<file path="src/rtl/led7seg_pkg.sv">
// Shared definitions for the 7-segment display family: scan states,
// hex font table and segment bit positions on the LED bus.
package led7seg_pkg;

   typedef enum logic {
      S_BLANK = 1'b0,
      S_SHOW  = 1'b1
   } state_t;

   // Segment bit positions on the LED bus (active-high).
   localparam int unsigned SEG_A  = 0;
   localparam int unsigned SEG_B  = 1;
   localparam int unsigned SEG_C  = 2;
   localparam int unsigned SEG_D  = 3;
   localparam int unsigned SEG_E  = 4;
   localparam int unsigned SEG_F  = 5;
   localparam int unsigned SEG_G  = 6;
   localparam int unsigned SEG_DP = 7;

   // Hex font, bit 6..0 = g..a. Index is the nibble value.
   localparam logic [6:0] FONT [16] = '{
      7'h3F, 7'h06, 7'h5B, 7'h4F, 7'h66, 7'h6D, 7'h7D, 7'h07,
      7'h7F, 7'h6F, 7'h77, 7'h7C, 7'h39, 7'h5E, 7'h79, 7'h71
   };

endpackage

</file>
<file path="src/rtl/led7seg_font.sv">
// Combinational nibble-to-segment decoder. The decimal point is passed
// through even when the digit glyph is blanked.
module led7seg_font
   import led7seg_pkg::*;
(
   input  logic [3:0] nibble_i,
   input  logic       dp_i,
   input  logic       blank_i,
   output logic [7:0] led_o
);

   // Look up the glyph, optionally blank it, and attach the decimal point.
   always_comb begin
      led_o = 8'h00;
      if (blank_i) begin
         led_o[SEG_G:SEG_A] = 7'h00;
      end else begin
         led_o[SEG_G:SEG_A] = FONT[nibble_i];
      end
      led_o[SEG_DP] = dp_i;
   end

endmodule

</file>
<file path="src/rtl/led7seg_scan.sv">
// Four-digit multiplexed 7-segment driver. New values are captured into a
// shadow register and only copied to the displayed value at the end of a
// full frame, so a frame always shows one consistent value. Each digit slot
// starts with a short all-off gap to suppress ghosting between digits.
module led7seg_scan
   import led7seg_pkg::*;
#(
   parameter int DIV      = 50000,
   parameter int BLANK    = 16,
   parameter int LZ_BLANK = 0
)
(
   input  logic        CLK,
   input  logic        RST_N,
   input  logic        LOAD,
   input  logic [15:0] DATA_IN,
   input  logic [3:0]  DP_IN,
   output logic [7:0]  LED,
   output logic [3:0]  SA,
   output logic        FRAME_UPD
);

   localparam int CW = (DIV > 1) ? $clog2(DIV) : 1;
   localparam logic [CW-1:0] BLANK_LAST = CW'(BLANK - 1);
   localparam logic [CW-1:0] SHOW_LAST  = CW'(DIV - BLANK - 1);

   state_t         state_q,  state_d;
   logic [CW-1:0]  cnt_q,    cnt_d;
   logic [1:0]     digit_q,  digit_d;
   logic [19:0]    active_q, active_d;   // {dp[3:0], hex[15:0]} on display
   logic [19:0]    shadow_q, shadow_d;   // last loaded, not yet applied
   logic           pend_q,   pend_d;
   logic [7:0]     led_q,    led_d;
   logic [3:0]     sa_q,     sa_d;
   logic           upd_q,    upd_d;

   logic           boundary_s;
   logic [3:0]     nibble_s;
   logic           dp_s;
   logic           lz_s;
   logic [7:0]     font_led_s;

   assign boundary_s = (state_q == S_SHOW) && (cnt_q == SHOW_LAST) && (digit_q == 2'd3);

   // Slot timing: blank gap, then show the digit, then advance to the next digit.
   always_comb begin
      state_d = state_q;
      cnt_d   = cnt_q;
      digit_d = digit_q;
      case (state_q)
         S_BLANK: begin
            if (cnt_q == BLANK_LAST) begin
               state_d = S_SHOW;
               cnt_d   = '0;
            end else begin
               cnt_d   = cnt_q + CW'(1);
            end
         end
         S_SHOW: begin
            if (cnt_q == SHOW_LAST) begin
               state_d = S_BLANK;
               cnt_d   = '0;
               digit_d = digit_q + 2'd1;
            end else begin
               cnt_d   = cnt_q + CW'(1);
            end
         end
         default: begin
            state_d = S_BLANK;
            cnt_d   = '0;
            digit_d = 2'd0;
         end
      endcase
   end

   // Shadow capture and frame-boundary apply; a load on the boundary edge bypasses the shadow.
   always_comb begin
      active_d = active_q;
      shadow_d = shadow_q;
      pend_d   = pend_q;
      upd_d    = 1'b0;
      if (boundary_s) begin
         if (LOAD) begin
            active_d = {DP_IN, DATA_IN};
            shadow_d = {DP_IN, DATA_IN};
            pend_d   = 1'b0;
            upd_d    = 1'b1;
         end else if (pend_q) begin
            active_d = shadow_q;
            pend_d   = 1'b0;
            upd_d    = 1'b1;
         end else begin
            upd_d    = 1'b0;
         end
      end else begin
         if (LOAD) begin
            shadow_d = {DP_IN, DATA_IN};
            pend_d   = 1'b1;
         end else begin
            pend_d   = pend_q;
         end
      end
   end

   // Select the nibble, dp and leading-zero blank for the digit about to be shown.
   always_comb begin
      nibble_s = 4'h0;
      dp_s     = 1'b0;
      lz_s     = 1'b0;
      case (digit_d)
         2'd0: begin
            nibble_s = active_d[3:0];
            dp_s     = active_d[16];
            lz_s     = 1'b0;
         end
         2'd1: begin
            nibble_s = active_d[7:4];
            dp_s     = active_d[17];
            lz_s     = (active_d[15:4] == 12'h000);
         end
         2'd2: begin
            nibble_s = active_d[11:8];
            dp_s     = active_d[18];
            lz_s     = (active_d[15:8] == 8'h00);
         end
         2'd3: begin
            nibble_s = active_d[15:12];
            dp_s     = active_d[19];
            lz_s     = (active_d[15:12] == 4'h0);
         end
         default: begin
            nibble_s = 4'h0;
            dp_s     = 1'b0;
            lz_s     = 1'b0;
         end
      endcase
   end

   led7seg_font u_font (
      .nibble_i (nibble_s),
      .dp_i     (dp_s),
      .blank_i  (lz_s && (LZ_BLANK != 0)),
      .led_o    (font_led_s)
   );

   // Output pattern for the next cycle, so outputs move on the same edge as the state.
   always_comb begin
      sa_d  = 4'b0000;
      led_d = 8'h00;
      if (state_d == S_SHOW) begin
         sa_d  = 4'b0001 << digit_d;
         led_d = font_led_s;
      end else begin
         sa_d  = 4'b0000;
         led_d = 8'h00;
      end
   end

   // State, data and output registers with synchronous active-low reset.
   always_ff @(posedge CLK) begin
      if (!RST_N) begin
         state_q  <= S_BLANK;
         cnt_q    <= '0;
         digit_q  <= 2'd0;
         active_q <= 20'h00000;
         shadow_q <= 20'h00000;
         pend_q   <= 1'b0;
         led_q    <= 8'h00;
         sa_q     <= 4'b0000;
         upd_q    <= 1'b0;
      end else begin
         state_q  <= state_d;
         cnt_q    <= cnt_d;
         digit_q  <= digit_d;
         active_q <= active_d;
         shadow_q <= shadow_d;
         pend_q   <= pend_d;
         led_q    <= led_d;
         sa_q     <= sa_d;
         upd_q    <= upd_d;
      end
   end

   assign LED       = led_q;
   assign SA        = sa_q;
   assign FRAME_UPD = upd_q;

endmodule

</file>
<file path="config.mk">
export PLATFORM = sky130hd
export DESIGN_NAME = led7seg_scan
export DESIGN_NICKNAME = d
export VERILOG_FILES = /design/src/rtl/led7seg_pkg.sv /design/src/rtl/led7seg_font.sv /design/src/rtl/led7seg_scan.sv
export SDC_FILE = /design/constraint.sdc
export NUM_CORES = 1
export LEC_CHECK = 0
export ABC_AREA = 1
export CAP_MARGIN = 20
export CORE_MARGIN = 3
export CORE_UTILIZATION = 55
export DETAILED_ROUTE_END_ITERATION = 12
export DONT_BUFFER_PORTS = 1
export PLACE_DENSITY = 0.75
export SLEW_MARGIN = 10
export SYNTH_ARGS = -nofsm -noshare
export SYNTH_HDL_FRONTEND = slang
export SYNTH_SLANG_ARGS = --single-unit
</file>
<file path="constraint.sdc">
create_clock -name CLK -period 3.8 [get_ports CLK]
set_clock_uncertainty 0.1 [all_clocks]
set_input_delay 0.76 -clock CLK [delete_from_list [all_inputs] [get_ports CLK]]
set_output_delay 0.76 -clock CLK [all_outputs]
set_load 0.02 [all_outputs]
</file>
# Word level (Yosys, flattened, before mapping)
# Memories as Yosys holds them, arrays and structs flattened. A register that Yosys moved wholly into a read port is not among the register bits.
# Cells that the tools add are included.
[word_totals]
register_bits = 73
romBits = 112
in_bits = 23
output_inout_bits = 13
n_memories = 1
[memory_table]
columns = ["memory", "depth", "width", "rd", "rd_ports_with_merged_regs", "wr", "line_no", "source"]
rows = [
  ["(name not given)", 16, 7, 1, 1, 0, "led7seg_font.sv:18", "led_o[SEG_G:SEG_A] = FONT[nibble_i];"],
]
[op_classes]
addsub = 2
order_cmp = 1
n_eq_ne = 6
shift = 1
mux = 17
n_bitwise = 3
n_reduce_logical = 7
[ops]
columns = ["operator", "n"]
rows = [
  ["$mux 20", 3],
  ["$mux 16", 2],
  ["$pmux 16 s2", 1],
  ["$add 16x1->16 const B", 1],
  ["$eq 16x16->1 const B", 1],
  ["$eq 16x4->1 const B", 1],
  ["$pmux 4 s4", 1],
  ["$mux 7", 2],
  ["$eq 2x2->1 const B", 3],
  ["$ge 5x5->1 const B", 1],
  ["$not 4->5", 1],
  ["$mux 1", 4],
  ["$mux 2", 2],
  ["$pmux 1 s4", 1],
  ["$reduce_and 2->1", 2],
  ["$shl 1x2->4 const A", 1],
  ["$add 2x1->2 const B", 1],
  ["$eq 2x1->1 const B", 1],
  ["$logic_and 1x1->1", 2],
  ["$logic_not 2->1", 1],
  ["$not 1->1", 2],
  ["$pmux 1 s2", 1],
  ["$reduce_or 2->1", 1],
  ["$logic_not 1->1", 1],
]

# Depth between registers and ports, before layout
# Gate-level depths: netlist (run 1).
[logic_depth]
depth_word = 9
mapped_depth = 20

# By module
# From an unflattened synthesis (run 1), not the netlist that was laid out.
[unflattened]
hier_cells = 571
area_unflattened_um2 = 3818.7
[modules_own_cells]
columns = ["module", "instances", "cells_each", "area_each_um2"]
rows = [
  ["led7seg_scan", 1, 520, 3512.1],
  ["led7seg_font", 1, 51, 306.5],
]

# Worst setup path after synthesis (run 1)
# OpenSTA, ideal clock, no wires.
[synth_timing]
path_kind = "in2reg"
from = "input port LOAD"
to = "register led_q[5] (netlist: LED[5])"
arrival_time_ps = 2425
t_required_ps = 3585
path_slack_ps = 1160
path_stages = 17
n_path_buf = 2
path_cell_list = "inv_1 clkbuf_1 clkbuf_1 nand2_1 nand2_1 inv_1 nor2_1 a21oi_1 nand2_1 nand2_1 inv_1 ha_1 inv_1 nand3_1 nand2_1 a21oi_1 nor2_1"
[synth_via]
elab_chain_len = 4
[synth_rtl]
columns = ["element", "line_no", "source"]
rows = [
  ["start: declaration", "led7seg_scan.sv:15", "input logic LOAD,"],
  ["$mux 20", "led7seg_scan.sv:83", "if (LOAD) begin"],
  ["$mux 20", "led7seg_scan.sv:82", "if (boundary_s) begin"],
  ["$pmux 4 s4", "led7seg_scan.sv:110", "case (digit_d)"],
  ["$not 4->5 (implied by the code)", "led7seg_font.sv:18", ""],
  ["end: declaration", "led7seg_scan.sv:33", "logic [7:0] led_q, led_d;"],
]
# Every way passes these cells.
# A chain may end at the register's enable or synchronous reset.

# Final worst setup path (run 1)
[layout_timing]
from = "register cnt_q[0]"
to = "register led_q[1] (netlist: LED[1])"
[layout_via]
elab_chain_len = 6
[layout_rtl]
columns = ["element", "line_no", "source"]
rows = [
  ["start: declaration", "led7seg_scan.sv:28", "logic [CW-1:0] cnt_q, cnt_d;"],
  ["start signal: assignment", "led7seg_scan.sv:173", "cnt_q <= cnt_d;"],
  ["$eq 16x16->1", "led7seg_scan.sv:43, led7seg_scan.sv:60", ""],
  ["$mux 2 or $logic_and 1x1->1 (tied branches)", "led7seg_scan.sv:60, led7seg_scan.sv:43", ""],
  ["$mux 2 or $logic_and 1x1->1 (tied branches)", "led7seg_scan.sv:50, led7seg_scan.sv:43", ""],
  ["$eq 2x2->1, or another cell as far along", "led7seg_scan.sv:110", ""],
  ["$pmux 4 s4", "led7seg_scan.sv:110", ""],
  ["$not 4->5 (implied by the code)", "led7seg_font.sv:18", ""],
]
# Parallel ways exist; a longest one is shown, timed or not.

==> flow_summary_export.csv, run 1 <==
group,metric,value,unit
sta,max_freq,0.331,GHz
floorplanning,start_util,0.581,
clock_tree,numClockSinks,73,
detailed_routing,top_layer,"met4",
sta,rsz0062_at_grt,"false",
detailed_routing,antenna_left,0,
global_route,grt_max_degree,44,
final_layout,seqCellArea,1460,um^2
detailed_routing,dr_wl_met2,3.38,mm
sta,final_max_slew_viol_count,0,
detailed_routing,drt_drc_violations_left,0,
detailed_routing,first_pass_iters,4,
sta,fin_crit_sh,0.794,
detailed_routing,wl_met1,3.31,mm
clock_tree,clk_pin_slew,0.08,ns
sta,worst_slack,0.782,ns
clock_tree,clock_path_buffers,2,
worst_setup_path,crit_family,"simple AND/OR/NAND/NOR gates",
clock_tree,ctsResizeCount,0,
final_layout,fin_nets,502,
floorplanning,core_area,6030,um^2
placement,gp_congestion,0.892,
clock_tree,cts-hold-fix-buffers,0,
min_path,hold_class,"flip-flop to flip-flop",
synth,netlist_top_cells_area,"dfxtp_1, nand2_1, nor2_1",
synth,synth_fp_nets,505,
worst_setup_path,cpPeakStageDelay,0.36,ns
clock_tree,cts_setup_buffers,0,
final_layout,antennaDiodeCount,0,
synth,synth_warnings,0,
synth,yosysTopAreaCell,"dfxtp_1",
global_route,grt_pass1_vias,2862,
floorplanning,die_width,85.8,um
detailed_routing,finalWirelength,7.10,mm
detailed_routing,route.vias.total,2869,
detailed_routing,wl_met3,261,um
worst_setup_path,endpoint_kind,"flip-flop",
clock_tree,htreeDepth,3,
sta,tightest_slew,0.894,ns
clock_tree,insertion_delay,0.35,ns
global_route,gr-total-overflow,0,
placement,dpl.hpwl,5.07,mm
clock_tree,cts_tree,"done",
outcome,status,"finished clean",
worst_setup_path,cp-start-kind,"flip-flop",
placement,pre_cts_ws,0.733,ns
detailed_routing,viasPerCell,5.22,
synth,synth_edf_count,0,
sta,hold_violations,0,
floorplanning,die_y,85.8,um
floorplanning,rows,28,
synth,synth.distinct_cells,39,
synth,syn-instance-count,473,
worst_setup_path,worstPathCellList,"ha_1 -> nand3_1 -> nor2_4 -> nand4_4 -> o21ai_1 -> nand2_1 -> nand4_1 -> inv_1 -> ha_1 -> o21ai_2 -> a21oi_1",
sta,setup_tns,0,ns
final_layout,areaGrowthSynthToFinish,8.18,%
synth,synth-seq-area-share,0.417,
flow_run,drv_cap,0,
detailed_routing,dr.first_iter.drc_count,131,
synth,ys.flop_type,"dfxtp_1",
final_layout,drive_gt1_frac,0.105,
placement,io_buffers,0,
worst_setup_path,critPathMaxFanout,23,
synth,synth_area_per_cell,7.40,um^2
worst_setup_path,crit_buf_inv,1,
global_route,grt_use_total,0.223,
worst_setup_path,required,3.92,ns
global_route,antenna_found_initial,0,
power,powerDensity,426,nW/um^2
final_layout,multi_input_area,1770,um^2
sta,fin_crit,3.02,ns
floorplanning,die_area,7360,um^2
sta,setup_viol,0,
synth,mappedNetlistArea,3500,um^2
detailed_routing,wl_per_cell,12.9,um
power,power_leakage,1.65,nW
floorplanning,ioPinCount,36,
final_layout,fill_cells,559,
worst_setup_path,crit_top_cell,"ha_1",
worst_setup_path,critPathSlowestCell,"dfxtp_1",
worst_setup_path,worstSetupPathType,"flip-flop to flip-flop",
synth,async_reset_ff_frac,0,
global_route,grt_pass1_wl,13.0,mm
worst_setup_path,arrival,3.14,ns
clock_tree,numCtsBuffers,9,
synth,synth_top_area_share,0.417,
clock_tree,clock-root-buffer,"clkbuf_8",
synth,synth_seq_cells,73,
sta,slew_headroom,0.403,
power,vdd_ir_drop_max,305,uV
==> registers in the layout, indices dropped and copies added, names as in the netlist <==
register / cells
FRAME_UPD: 1
LED: 8
SA: 4
active_q: 20
cnt_q: 16
digit_q: 2
pend_q: 1
shadow_q: 20
state_q: 1
==> cells in the final DEF (no fill, tap or decap), types with 2 or more instances in the layout <==
cell type	n
nand2_1	116
dfxtp_1	73
nor2_1	72
inv_1	47
a21oi_1	29
nand3_1	24
clkbuf_8	12
nand4_1	9
ha_1	9
nor3_1	8
a21boi_0	6
nand2_2	6
o21ai_1	6
nor3b_1	6
nor2_4	5
nand2_4	5
o21ai_0	5
a211oi_1	4
inv_2	3
mux2i_1	3
xor2_1	3
bufinv_16	3
nor2_2	2
nor2_8	2
o21ai_2	2
==> through the flow <==
| step | instances | cell area, um^2 | util | total power [mW] | hold WS (ns) |
|---|---|---|---|---|---|
| 2_1_floorplan | 473 | 3500 | - | 0.851 | 0.318 |
| 3_3_place_gp | 534 | 3530 | 0.585 | 0.859 | 0.331 |
| 3_5_place_dp | 534 | 3530 | 0.585 | 0.861 | 0.350 |
| 4_1_cts | 550 | 3790 | 0.629 | 1.63 | 0.369 |
| 5_1_grt | 550 | 3790 | 0.629 | 1.68 | 0.377 |
| 6_report | 550 | 3790 | 0.629 | 1.61 | 0.363 |
==> power breakdown <==
group | leakage, nW | switching, mW | total [mW] | internal (mW)
Combinational | 0.932 | 0.0370 | 0.0554 | 0.0183
Clock | 0.129 | 0.282 | 0.772 | 0.490
Sequential | 0.593 | 0.00727 | 0.787 | 0.780
==> final timing paths <==
kind | start | endpoint | slack, ns | cells past startpoint
min reg2reg | shadow_q[7] | shadow_q[7] | 0.36 | 2
max reg2reg | cnt_q[0] | LED[1] | 0.78 | 11
max | cnt_q[0] | LED[1] | 0.78 | 11
min | shadow_q[7] | shadow_q[7] | 0.36 | 2
==> layer usage <==
metal	GRT usage	vias to the layer above
met4	0.0906	0
met3	0.0567	15
met1	0.287	1300
met5	0	-
met2	0.356	56
li1	-	1498
==> cell families (layout without fill, tap and decap cells) <==
kind of cell | Yosys count | count (layout) | share of synthesized area
xor gates and xnor gates | 3 | 3 | 0.00750
buffers and inverters | 66 | 68 | 0.0775
DFF | 73 | 73 | 0.417
adders and majority gates | 9 | 9 | 0.0322
muxes | 3 | 3 | 0.00857
AOI/OAI and AO/OA | 58 | 58 | 0.103
and+or+nand+nor | 261 | 261 | 0.354
==> worst min-delay path: cells and delay by family (launching register included) <==
| family | cells | cell delay, ns |
|---|---|---|
| compound gates | 1 | 0.05 |
| flops | 1 | 0.31 |
| simple gates | 1 | 0.06 |
==> synth_stat cells, types with 4 or more instances <==
master	instances
a211oi_1	4
a21boi_0	6
a21oi_1	29
buf_2	5
clkbuf_1	8
dfxtp_1	73
ha_1	9
inv_1	47
nand2_1	116
nand2_2	6
nand2_4	5
nand3_1	24
nand4_1	9
nor2_1	72
nor2_4	5
nor3_1	8
nor3b_1	6
o21ai_0	5
o21ai_1	6
==> area by class of cell <==
| class | count | share of cell area |
|---|---|---|
| Clock inverter | 4 | 0.0258 |
| Tap cell | 75 | 0.0248 |
| Timing Repair Buffer | 1 | 0.00198 |
| Multi-Input combinational cell | 334 | 0.467 |
| Sequential cell | 73 | 0.386 |
| Clock buffer | 12 | 0.0436 |
| Inverter | 51 | 0.0512 |
(Power assumes the default switching activity.)
==> run 2: changes to the inputs <==
==> constraint.sdc (replaced) <==
create_clock -name CLK -period 3.11 [get_ports CLK]
set_clock_uncertainty 0.1 [all_clocks]
set_input_delay 0.622 -clock CLK [delete_from_list [all_inputs] [get_ports CLK]]
set_output_delay 0.622 -clock CLK [all_outputs]
set_load 0.02 [all_outputs]
==> run 2 against run 1 <==
  * Fmax grew 8.3%
  * Via count grew 2.6%
  * Global-route usage shrank 0.98 points
  * Die area is the same
  * Non-clock buffer count grew 7
  * Sequential share of layout area shrank 0.20 points
  * Utilization grew 0.33 points
  * Worst setup slack lost 0.46 ns
  * Critical path type unchanged
  * Largest cell class unchanged
==> flow_summary_export.csv, run 2 (same netlist as run 1, synthesis figures left out) <==
group,metric,value,unit
final_layout,antennaDiodeCount,0,
global_route,antenna_found_initial,0,
detailed_routing,route.vias.total,2944,
power,power.internal,1.35,mW
placement,dpl.hpwl,5.20,mm
power,p_switching,0.435,mW
clock_tree,clock_path_buffers,2,
final_layout,fill_cells,539,
worst_setup_path,cp-start-kind,"flip-flop",
detailed_routing,antenna_left,0,
power,seq_power_share,0.538,
sta,setup_viol,0,
final_layout,areaGrowthSynthToFinish,8.75,%
min_path,hold_class,"input pin to flip-flop",
final_layout,final_cells,557,
final_layout,multi_input_area,1780,um^2
sta,rsz0062_at_grt,"false",
global_route,grt_pass1_vias,2734,
global_route,grt_max_degree,30,
floorplanning,die_width,85.8,um
final_layout,final_area,3810,um^2
sta,fin_crit,2.79,ns
clock_tree,numCtsBuffers,9,
sta,hold_violations,0,
placement,place_inst,539,
worst_setup_path,cpPeakStageDelay,0.37,ns
power,powerDensity,469,nW/um^2
worst_setup_path,worstSetupPathType,"flip-flop to flip-flop",
flow_run,drv_cap,0,
floorplanning,die_y,85.8,um
power,vdd_ir_drop_max,379,uV
worst_setup_path,endpoint_kind,"flip-flop",
final_layout,fin_nets,509,
placement,io_buffers,0,
floorplanning,start_util,0.581,
floorplanning,core_area,6030,um^2
detailed_routing,finalWirelength,7.26,mm
clock_tree,clock-root-buffer,"clkbuf_8",
global_route,grt_pass1_wl,12.5,mm
power,clockPowerShare,0.421,
detailed_routing,dr.first_iter.drc_count,123,
clock_tree,htreeDepth,3,
detailed_routing,wl_per_cell,13.0,um
detailed_routing,drt_drc_violations_left,0,
final_layout,drive_gt1_frac,0.122,
power,power_leakage,1.66,nW
sta,slew_headroom,0.492,
clock_tree,insertion_delay,0.36,ns
placement,gp_congestion,0.850,
global_route,grt_use_total,0.213,
detailed_routing,viasPerCell,5.29,
final_layout,final_common_cell,"nand2_1",
power,swShare,0.243,
final_layout,reg.largest.list,"active_q x20, shadow_q x20, cnt_q x16",
sta,tightest_slew,0.762,ns
floorplanning,rows,28,
floorplanning,ioPinCount,36,
worst_setup_path,critPathMaxFanout,6,
final_layout,final_cell_mix,"nand2_1, dfxtp_1, nor2_1",
clock_tree,clk_pin_slew,0.08,ns
clock_tree,numClockSinks,73,
sta,setup_tns,0,ns
worst_setup_path,critPathSlowestCell,"dfxtp_1",
worst_setup_path,arrival,2.94,ns
sta,final_max_slew_viol_count,0,
floorplanning,die_area,7360,um^2
worst_setup_path,required,3.26,ns
global_route,gr-total-overflow,0,
worst_setup_path,worstPathCellList,"ha_1 -> nand3_2 -> nor2_4 -> buf_4 -> nand3_1 -> nand2_4 -> nor2_4 -> inv_1 -> nand3_1 -> nand2_1 -> nand2_1 -> inv_1 -> ha_1 -> inv_1 -> nand3_1 -> nand2_1 -> a21oi_1 -> nor2_1",
sta,max_freq,0.359,GHz
final_layout,seqCellArea,1460,um^2
placement,placed_area,3580,um^2
power,combPwrFrac,0.040,
detailed_routing,first_pass_iters,4,
sta,fin_crit_sh,0.896,
outcome,status,"finished clean",
clock_tree,cts_tree,"done",
-- run 2: cell count changes in the layout (fill, tap and decap cells not counted), sizes merged --
cell	change
buf	+7
bufinv	-2
clkinvlp	+2
clkinv	+2
clkbuf	-3
inv	+1
-- run 2: final cells by class --
type / instances / area share
Multi-Input combinational cell: 334 / 0.468
Sequential cell: 73 / 0.384
Inverter: 51 / 0.0509
Clock buffer: 9 / 0.0325
Tap cell: 75 / 0.0246
Clock inverter: 7 / 0.0207
Timing Repair Buffer: 8 / 0.0191
-- run 2: final timing paths --
| kind | startpoint | end | slack (ns) | cells after the start |
|---|---|---|---|---|
| worst min-delay path | RST_N | pend_q | 0.29 | 2 |
| worst max-delay path | cnt_q[0] | LED[6] | 0.32 | 18 |
| worst min register to register | cnt_q[0] | cnt_q[0] | 0.36 | 1 |
| worst max register to register | cnt_q[0] | LED[6] | 0.32 | 18 |
-- run 2: repair_timing --
action,CTS,global route
endpoints found under the hold margin,0,0
resized for setup,0,4
buffers inserted,0,2
setup endpoints to repair,0,7
hold buffers,0,0
-- run 2: routing by layer --
| metal | wire [um] | track usage | part of all wire | up-vias |
|---|---|---|---|---|
| li1 | - | - | - | 1523 |
| met1 | 3510 | 0.269 | 0.48 | 1362 |
| met2 | 3380 | 0.343 | 0.47 | 50 |
| met3 | 271 | 0.0576 | 0.037 | 9 |
| met4 | 99 | 0.0892 | 0.014 | 0 |
| met5 | 0 | 0 | 0 | - |
-- run 2: critical path: cells and delay by family, from the launching register on --
kind	cells	cell delay, ns
AOI/OAI and AO/OA	1	0.14
adders and majority gates	2	0.42
buffers and inverters	4	0.46
DFF	1	0.37
and+or+nand+nor	11	1.21
-- run 2: per-stage QoR --
step / setup slack [ns] / total power, mW / utilization / hold WS, ns
floorplan: 0.541 / 1.04 / - / 0.318
global placement: 0.348 / 1.05 / 0.593 / 0.329
detailed placement: 0.178 / 1.06 / 0.593 / 0.343
CTS: 0.149 / 1.80 / 0.627 / 0.272
global route: 0.0369 / 1.85 / 0.632 / 0.305
finish: 0.323 / 1.79 / 0.632 / 0.285
-- run 2: power groups by stage --
stage	Clock [mW]	Sequential (mW)	Combinational (mW)
2_1_floorplan	0	0.980	0.0605
4_1_cts	0.765	0.962	0.0727
3_3_place_gp	0	0.983	0.0709
3_5_place_dp	0	0.984	0.0726
6_report	0.754	0.962	0.0724
5_1_grt	0.800	0.964	0.0835
==> run 3: changes to the inputs <==
==> constraint.sdc (replaced) <==
create_clock -name CLK -period 3.11 [get_ports CLK]
set_clock_uncertainty 0.1 [all_clocks]
set_input_delay 0.311 -clock CLK [delete_from_list [all_inputs] [get_ports CLK]]
set_output_delay 0.311 -clock CLK [all_outputs]
set_load 0.02 [all_outputs]
==> run 3 against run 2 <==
  * Sequential cell count unchanged
  * Critical path depth down 3
  * Combinational power up 1%
  * Cell count rose by 0.54%
  * Clock-buffer cell count is 2 higher
  * Largest power group unchanged
  * Highest routed layer unchanged
==> flow_summary_export.csv, run 3 (same netlist as run 1, synthesis figures left out) <==
group,metric,value,unit
worst_setup_path,required,3.30,ns
floorplanning,start_util,0.581,
worst_setup_path,critPathMaxFanout,7,
detailed_routing,antenna_left,0,
worst_setup_path,endpoint_kind,"flip-flop",
global_route,gr-total-overflow,0,
detailed_routing,dr.first_iter.drc_count,94,
detailed_routing,viasPerCell,5.17,
clock_tree,htreeDepth,3,
worst_setup_path,worstPathCellList,"ha_1 -> nand3_1 -> nor2_4 -> buf_4 -> nand2_4 -> nand2_2 -> nand2_4 -> nor2_4 -> nand2_1 -> nand4_1 -> inv_1 -> ha_1 -> o21ai_2 -> nor2_1 -> nor2_1",
final_layout,drive_gt1_frac,0.118,
clock_tree,clock-root-buffer,"clkbuf_8",
placement,io_buffers,0,
global_route,antenna_found_initial,0,
sta,setup_viol,0,
sta,hold_violations,0,
clock_tree,cts_tree,"done",
worst_setup_path,cpPeakStageDelay,0.35,ns
final_layout,reg.largest.list,"active_q x20, shadow_q x20, cnt_q x16",
final_layout,antennaDiodeCount,0,
sta,max_freq,0.361,GHz
final_layout,fin_nets,512,
worst_setup_path,rrSetupSlack,0.34,ns
sta,worst_slack,0.339,ns
power,p_total,1.78,mW
sta,fin_crit,2.77,ns
power,powerDensity,467,nW/um^2
placement,gp_congestion,0.875,
sta,final_max_slew_viol_count,0,
detailed_routing,wl_per_cell,12.9,um
sta,tightest_slew,0.515,ns
min_path,hold_class,"input pin to flip-flop",
final_layout,final_cell_mix,"nand2_1, dfxtp_1, nor2_1",
final_layout,final_common_cell,"nand2_1",
clock_tree,clock_path_buffers,2,
placement,pre_cts_ws,0.294,ns
clock_tree,numCtsBuffers,9,
floorplanning,rows,28,
flow_run,drv_cap,0,
detailed_routing,first_pass_iters,4,
sta,setup_tns,0,ns
global_route,grt_pass1_vias,2799,
worst_setup_path,crit_buf_inv,2,
detailed_routing,route.vias.total,2895,
sta,rsz0062_at_grt,"false",
placement,placed_area,3560,um^2
power,power_leakage,1.67,nW
clock_tree,numClockSinks,73,
floorplanning,die_area,7360,um^2
floorplanning,ioPinCount,36,
floorplanning,die_width,85.8,um
final_layout,areaGrowthSynthToFinish,8.72,%
sta,slew_headroom,0.656,
worst_setup_path,crit_family,"simple AND/OR/NAND/NOR gates",
outcome,status,"finished clean",
global_route,grt_use_total,0.220,
worst_setup_path,critPathSlowestCell,"dfxtp_1",
placement,dpl.hpwl,5.19,mm
worst_setup_path,cp-start-kind,"flip-flop",
detailed_routing,finalWirelength,7.25,mm
power,vdd_ir_drop_max,295,uV
clock_tree,clk_pin_slew,0.08,ns
detailed_routing,drt_drc_violations_left,0,
global_route,grt_pass1_wl,12.7,mm
final_layout,final_area,3810,um^2
clock_tree,insertion_delay,0.36,ns
worst_setup_path,arrival,2.96,ns
floorplanning,core_area,6030,um^2
global_route,grt_max_degree,48,
sta,fin_crit_sh,0.891,
final_layout,fill_cells,559,
worst_setup_path,worstSetupPathType,"flip-flop to flip-flop",
floorplanning,die_y,85.8,um
## run 3: changes by cell type in the layout (fill, tap and decap cells not counted), moves of 2 or more
| cell | change |
|---|---|
| clkinv_4 | -2 |
| dlygate4sd3_1 | +3 |
| nand3_2 | -2 |
| nand3_1 | +2 |
| clkinv_2 | +2 |
## run 3: power by group
part	switching, mW	leakage (nW)	internal, mW
combinational	0.0466	0.980	0.0265
sequential	0.00904	0.593	0.953
clock	0.354	0.0953	0.389
## run 3: worst reg2reg max path, delay by kind of cell (launching register included)
family,cells,cell delay (ns)
DFF,1,0.35
and+or+nand+nor,10,1.29
AOI/OAI and AO/OA,1,0.15
buffers and inverters,2,0.30
adders and majority gates,2,0.51
## run 3: per-layer routing
metal | track usage | vias up | wire length [um]
li1 | - | 1520 | -
met1 | 0.278 | 1315 | 3370
met2 | 0.344 | 46 | 3380
met3 | 0.0615 | 14 | 365
met4 | 0.111 | 0 | 140
met5 | 0 | - | 0
## run 3: per-stage QoR
step,hold WS [ns],std cells,util
finish,0.0141,560,0.632
CTS,0.00168,558,0.629
global route,0.0234,560,0.632
global placement,0.329,539,0.591
floorplan,0.318,473,-
detailed placement,0.345,539,0.591
## run 3: path summary, 6_finish.rpt
kind / from / to / cells after the start
max: cnt_q[0] / LED[3] / 15
min: LOAD / shadow_q[18] / 2
max reg2reg: cnt_q[0] / LED[3] / 15
min reg2reg: cnt_q[0] / cnt_q[0] / 1
## run 3: area by class of cell
class | count | area [um^2] | share of cell area
flip-flops and latches | 73 | 1460 | 0.384
clock inverters | 5 | 55.1 | 0.0145
well taps | 75 | 93.8 | 0.0246
inverters | 51 | 194 | 0.0509
repair buffers | 11 | 90.1 | 0.0237
clock buffers | 11 | 141 | 0.0371
multi-input cells | 334 | 1770 | 0.465
## run 3: repair_timing
action                                  in CTS  in global routing
hold buffers                                 3                  0
hold endpoints to repair                     2                  0
endpoints found under the setup margin       0                  5
setup buffers                                0                  2
resized for setup                            0                  1
